File: config.mk
export PLATFORM = sky130hd
export DESIGN_NAME = fifo_param
export DESIGN_NICKNAME = d
export VERILOG_FILES = /design/src/rtl/fifo_param.sv
export SDC_FILE = /design/constraint.sdc
export NUM_CORES = 1
export LEC_CHECK = 0
export ABC_CLOCK_PERIOD_IN_PS = 4059
export BUFFER_PORTS_ARGS = -buffer_cell sky130_fd_sc_hd__buf_2
export CAP_MARGIN = 5
export CORE_UTILIZATION = 42
export DETAILED_ROUTE_END_ITERATION = 7
export GPL_ROUTABILITY_DRIVEN = 0
export GPL_TIMING_DRIVEN = 0
export PLACE_DENSITY = 0.58
export SKIP_LAST_GASP = 1
export SYNTH_ARGS = -nofsm -noshare
export SYNTH_HDL_FRONTEND = slang
export SYNTH_SLANG_ARGS = --single-unit
File: constraint.sdc
create_clock -name clk -period 4.06 [get_ports clk]
set_input_delay 0.406 -clock clk [delete_from_list [all_inputs] [get_ports clk]]
set_output_delay 0.406 -clock clk [all_outputs]
set_load 0.005 [all_outputs]
File: src/rtl/fifo_param.sv
// rtl/fifo_param.sv - parametrised synchronous FIFO with thresholds, count and registered read data
// Optional sticky overflow/underflow outputs are enabled by defining FIFO_ERR_EN.
module fifo_param #(
    parameter int DATA_WIDTH = 10,
    parameter int DEPTH      = 8,
    parameter int CNT_WIDTH  = $clog2(DEPTH) + 1
) (
    input  logic                  clk,
    input  logic                  rst,
    input  logic                  wr_enb,
    input  logic                  rd_enb,
    input  logic [DATA_WIDTH-1:0] data_in,
    input  logic [CNT_WIDTH-1:0]  alm_full_thr,
    input  logic [CNT_WIDTH-1:0]  alm_empty_thr,
`ifdef FIFO_ERR_EN
    output logic                  overflow,
    output logic                  underflow,
`endif
    output logic [DATA_WIDTH-1:0] data_out,
    output logic                  valid_out,
    output logic                  full,
    output logic                  empty,
    output logic                  alm_full,
    output logic                  alm_empty,
    output logic [CNT_WIDTH-1:0]  count
);

    localparam int PTR_WIDTH = $clog2(DEPTH);
    localparam logic [PTR_WIDTH-1:0] PTR_ONE  = PTR_WIDTH'(1);
    localparam logic [CNT_WIDTH-1:0] CNT_ONE  = CNT_WIDTH'(1);
    localparam logic [CNT_WIDTH-1:0] CNT_FULL = CNT_WIDTH'(DEPTH);

    logic [DATA_WIDTH-1:0] mem [DEPTH];
    logic [PTR_WIDTH-1:0]  wr_ptr;
    logic [PTR_WIDTH-1:0]  rd_ptr;
    logic                  wr_accept;
    logic                  rd_accept;

    assign full      = (count == CNT_FULL);
    assign empty     = (count == '0);
    assign alm_full  = (count >= alm_full_thr);
    assign alm_empty = (count <= alm_empty_thr);

    // When full, a same-cycle read frees the slot the write lands in.
    assign rd_accept = rd_enb && !empty;
    assign wr_accept = wr_enb && (!full || rd_accept);

    always_ff @(posedge clk) begin
        if (!rst && wr_accept) begin
            mem[wr_ptr] <= data_in;
        end
    end

    always_ff @(posedge clk) begin
        if (rst) begin
            wr_ptr    <= '0;
            rd_ptr    <= '0;
            count     <= '0;
            data_out  <= '0;
            valid_out <= 1'b0;
        end else begin
            valid_out <= rd_accept;
            if (rd_accept) begin
                data_out <= mem[rd_ptr];
                rd_ptr   <= rd_ptr + PTR_ONE;
            end
            if (wr_accept) begin
                wr_ptr <= wr_ptr + PTR_ONE;
            end
            case ({wr_accept, rd_accept})
                2'b10:   count <= count + CNT_ONE;
                2'b01:   count <= count - CNT_ONE;
                default: count <= count;
            endcase
        end
    end

`ifdef FIFO_ERR_EN
    always_ff @(posedge clk) begin
        if (rst) begin
            overflow  <= 1'b0;
            underflow <= 1'b0;
        end else begin
            overflow  <= overflow  | (wr_enb && !wr_accept);
            underflow <= underflow | (rd_enb && empty);
        end
    end
`endif

endmodule

==> flow_summary.json <==
{
  "status": "completed",
  "yosys_most_used_dff": "edfxtp_1",
  "grt_max_degree": 19,
  "ctsHtreeMaxLevel": 3,
  "dp.cells": 436,
  "p_leak_nw": 1.71,
  "synth_cells": 257,
  "min_path_type": "primary input to flip-flop",
  "worstPathArrival_ns": 2.75,
  "cts.sinks": 101,
  "routedWlPerCell_um": 17.5,
  "clk_pin_slew_ns": 0.10,
  "critPathMaxFanout": 8,
  "rsz0062_at_grt": "false",
  "floorplan.die_area_sq_um": 10500,
  "synth_area_per_cell_sq_um": 16.5,
  "fin_skew_ns": 0.00846,
  "start_util_pct": 43.3,
  "worstSetupStartpoint": "count[3]",
  "clk_latency_ns": 0.37,
  "fill_cells": 855,
  "crit_type": "flip-flop to flip-flop",
  "vias_per_cell": 5.12,
  "end_kind": "flip-flop",
  "drt_iter0_drc": 109,
  "ant_nets": 0,
  "power_density_nw_per_um2": 563,
  "synth_seq_cells": 101,
  "whs_ns": 0.304,
  "synth_nets": 292,
  "ys_async_sr_fraction_pct": 0,
  "overflow": 0,
  "antenna_found_initial": 0,
  "drc_errors": 0,
  "synth_edf_count": 80,
  "fin_crit_ns": 2.45,
  "cts_root_buf": "clkbuf_8",
  "die_h_um": 102,
  "cpMaxStageDelayCell": "o41a_1",
  "grt_pass1_vias": 2199,
  "vias": 2316,
  "cp-start-kind": "flip-flop",
  "fp-row-count": 36,
  "max_clock_freq_mhz": 408,
  "final_util_pct": 49.8,
  "fin_crit_sh_pct": 60.4,
  "dr.pass1.iters": 4,
  "setup_viol": 0,
  "portBuffers": 39,
  "maxSlewViolCount": 0,
  "drv_cap": 0,
  "synth_cell_type_count": 40,
  "peakVddDrop_uv": 235,
  "synth_warnings": 0,
  "dp_slack_ns": 1.51,
  "final_cells": 452,
  "cts_hold_repair.buffers": 0,
  "antenna_cells": 0,
  "path_cells": "buf_2 > o41a_1 > nand2b_1 > inv_1 > ha_1 > a21oi_1 > nor4bb_1 > o21bai_1 > a31oi_1",
  "grt_use_total_pct": 16.9,
  "cpPeakStageDelay_ns": 0.52,
  "areaGrowthSynthToFinish_pct": 15.1,
  "slew_headroom_pct": 24.1,
  "final_nets": 349,
  "dpl.hpwl_mm": 5.37,
  "netlist_area_sq_um": 4230,
  "crit-reg2reg-launch": "count[3]",
  "fin_ws_ns": 1.61,
  "ios": 41,
  "die_w_um": 102,
  "coreArea_sq_um": 9770,
  "min-delay-start": "data_in[7]",
  "hold_violations": 0,
  "yosysSeqAreaShare_pct": 66.7,
  "tightestPinTransition_ns": 1.13,
  "grt_pass1_wl_mm": 12.4,
  "post_cts_resize_count": 0,
  "clockBufferDepth": 2,
  "drt_wl_total_mm": 7.92,
  "cts_tree": "built",
  "cts_buffers": 9,
  "cp.required_ns": 4.35,
  "cts_setup_buffers": 0,
  "tns_ns": 0,
  "drive_gt1_share_pct": 30.7
}
[registers in the layout (all words and copies together) (netlist names)]
| signal | flops |
|---|---|
| mem | 80 |
| count | 4 |
| rd_ptr | 3 |
| data_out | 10 |
| valid_out | 1 |
| wr_ptr | 3 |
[where the power goes]
| part | internal [mW] | leakage (nW) | switching (mW) |
|---|---|---|---|
| Sequential | 1.20 | 0.895 | 0.0762 |
| Clock | 0.231 | 0.0840 | 0.360 |
| Combinational | 0.430 | 0.730 | 0.439 |
[synth_stat cells, drive strengths merged, types with 2 or more instances]
cell type / instances / area share (%)
xnor2: 4 / 0.83
buf: 7 / 1.1
a21oi: 3 / 0.35
nand3b: 2 / 0.35
a211oi: 12 / 2.4
clkbuf: 6 / 0.53
a21o: 3 / 0.53
nand2: 6 / 0.53
nor2: 26 / 2.3
o211ai: 2 / 0.35
nand3: 2 / 0.24
inv: 9 / 0.80
o21a: 2 / 0.35
xor2: 3 / 0.62
nand2b: 4 / 0.59
mux2i: 12 / 2.8
nor3: 4 / 0.47
edfxtp: 80 / 57
mux4: 20 / 11
ha: 12 / 3.5
dfxtp: 21 / 9.9
o21ai: 3 / 0.62
[final timing paths]
path,end,slack [ns],cells past startpoint
worst max-delay path,count[3],1.61,9
worst min-delay path,mem[6][7],0.30,1
worst max register to register,count[3],1.61,9
worst min register to register,data_out[4],0.50,2
[cell type report]
cell class                      instances  area (sq um)  share of cell area [%]
Clock buffer                            9           124                    2.54
Multi-Input combinational cell        134          1330                    27.4
Tap cell                              133           166                    3.42
Inverter                                9          33.8                   0.694
Timing Repair Buffer                   46           259                    5.32
Buffer                                 13          68.8                    1.41
Clock inverter                          7          60.1                    1.23
Sequential cell                       101          2820                    58.0
[routing by layer]
metal	vias to the layer above	part of all wire, %	track usage [%]
met5	-	0	0
met4	0	1.2	4.62
met3	7	5.3	4.79
met2	65	47	26.3
met1	1135	46	23.3
li1	1109	-	-
[critical path: cells and delay by family (launching register included)]
| family | cells | cell delay [ns] |
|---|---|---|
| simple gates | 2 | 0.41 |
| compound gates | 4 | 1.05 |
| buf+inv | 2 | 0.25 |
| flops | 1 | 0.36 |
| fa+ha+maj | 1 | 0.31 |
[layout by cell type, fill, tap and decap left out, drive strengths merged, types with 2 or more instances in the layout]
cell type  instances
a211oi            12
a21o               3
a21oi              3
buf               53
clkbuf            15
clkinv             2
clkinvlp           3
dfxtp             21
edfxtp            80
ha                12
inv               11
mux2i             12
mux4              20
nand2              6
nand2b             4
nand3              2
nand3b             2
nor2              26
nor3               4
o211ai             2
o21a               2
o21ai              3
xnor2              4
xor2               3
[cell families (layout without fill, tap and decap cells)]
family | after synthesis | in the layout | synth area share [%]
flip-flops | 101 | 101 | 66.7
adder cells (fa/ha/maj) | 13 | 13 | 4.02
multiplexers | 32 | 32 | 13.5
AND/OR/NAND/NOR | 52 | 52 | 6.00
XOR/XNOR | 7 | 7 | 1.45
buffers and inverters | 22 | 84 | 2.42
AO/OA/AOI/OAI | 30 | 30 | 5.91
[per-stage QoR]
| stage | total power [mW] | area (sq um) |
|---|---|---|
| final | 2.74 | 4870 |
| after global routing | 2.91 | 4870 |
| after CTS | 2.77 | 4870 |
| after detailed placement | 2.19 | 4680 |
| after global placement | 2.17 | 4590 |
| after floorplan | 1.92 | 4230 |
Power figures use the tool's default switching activity.
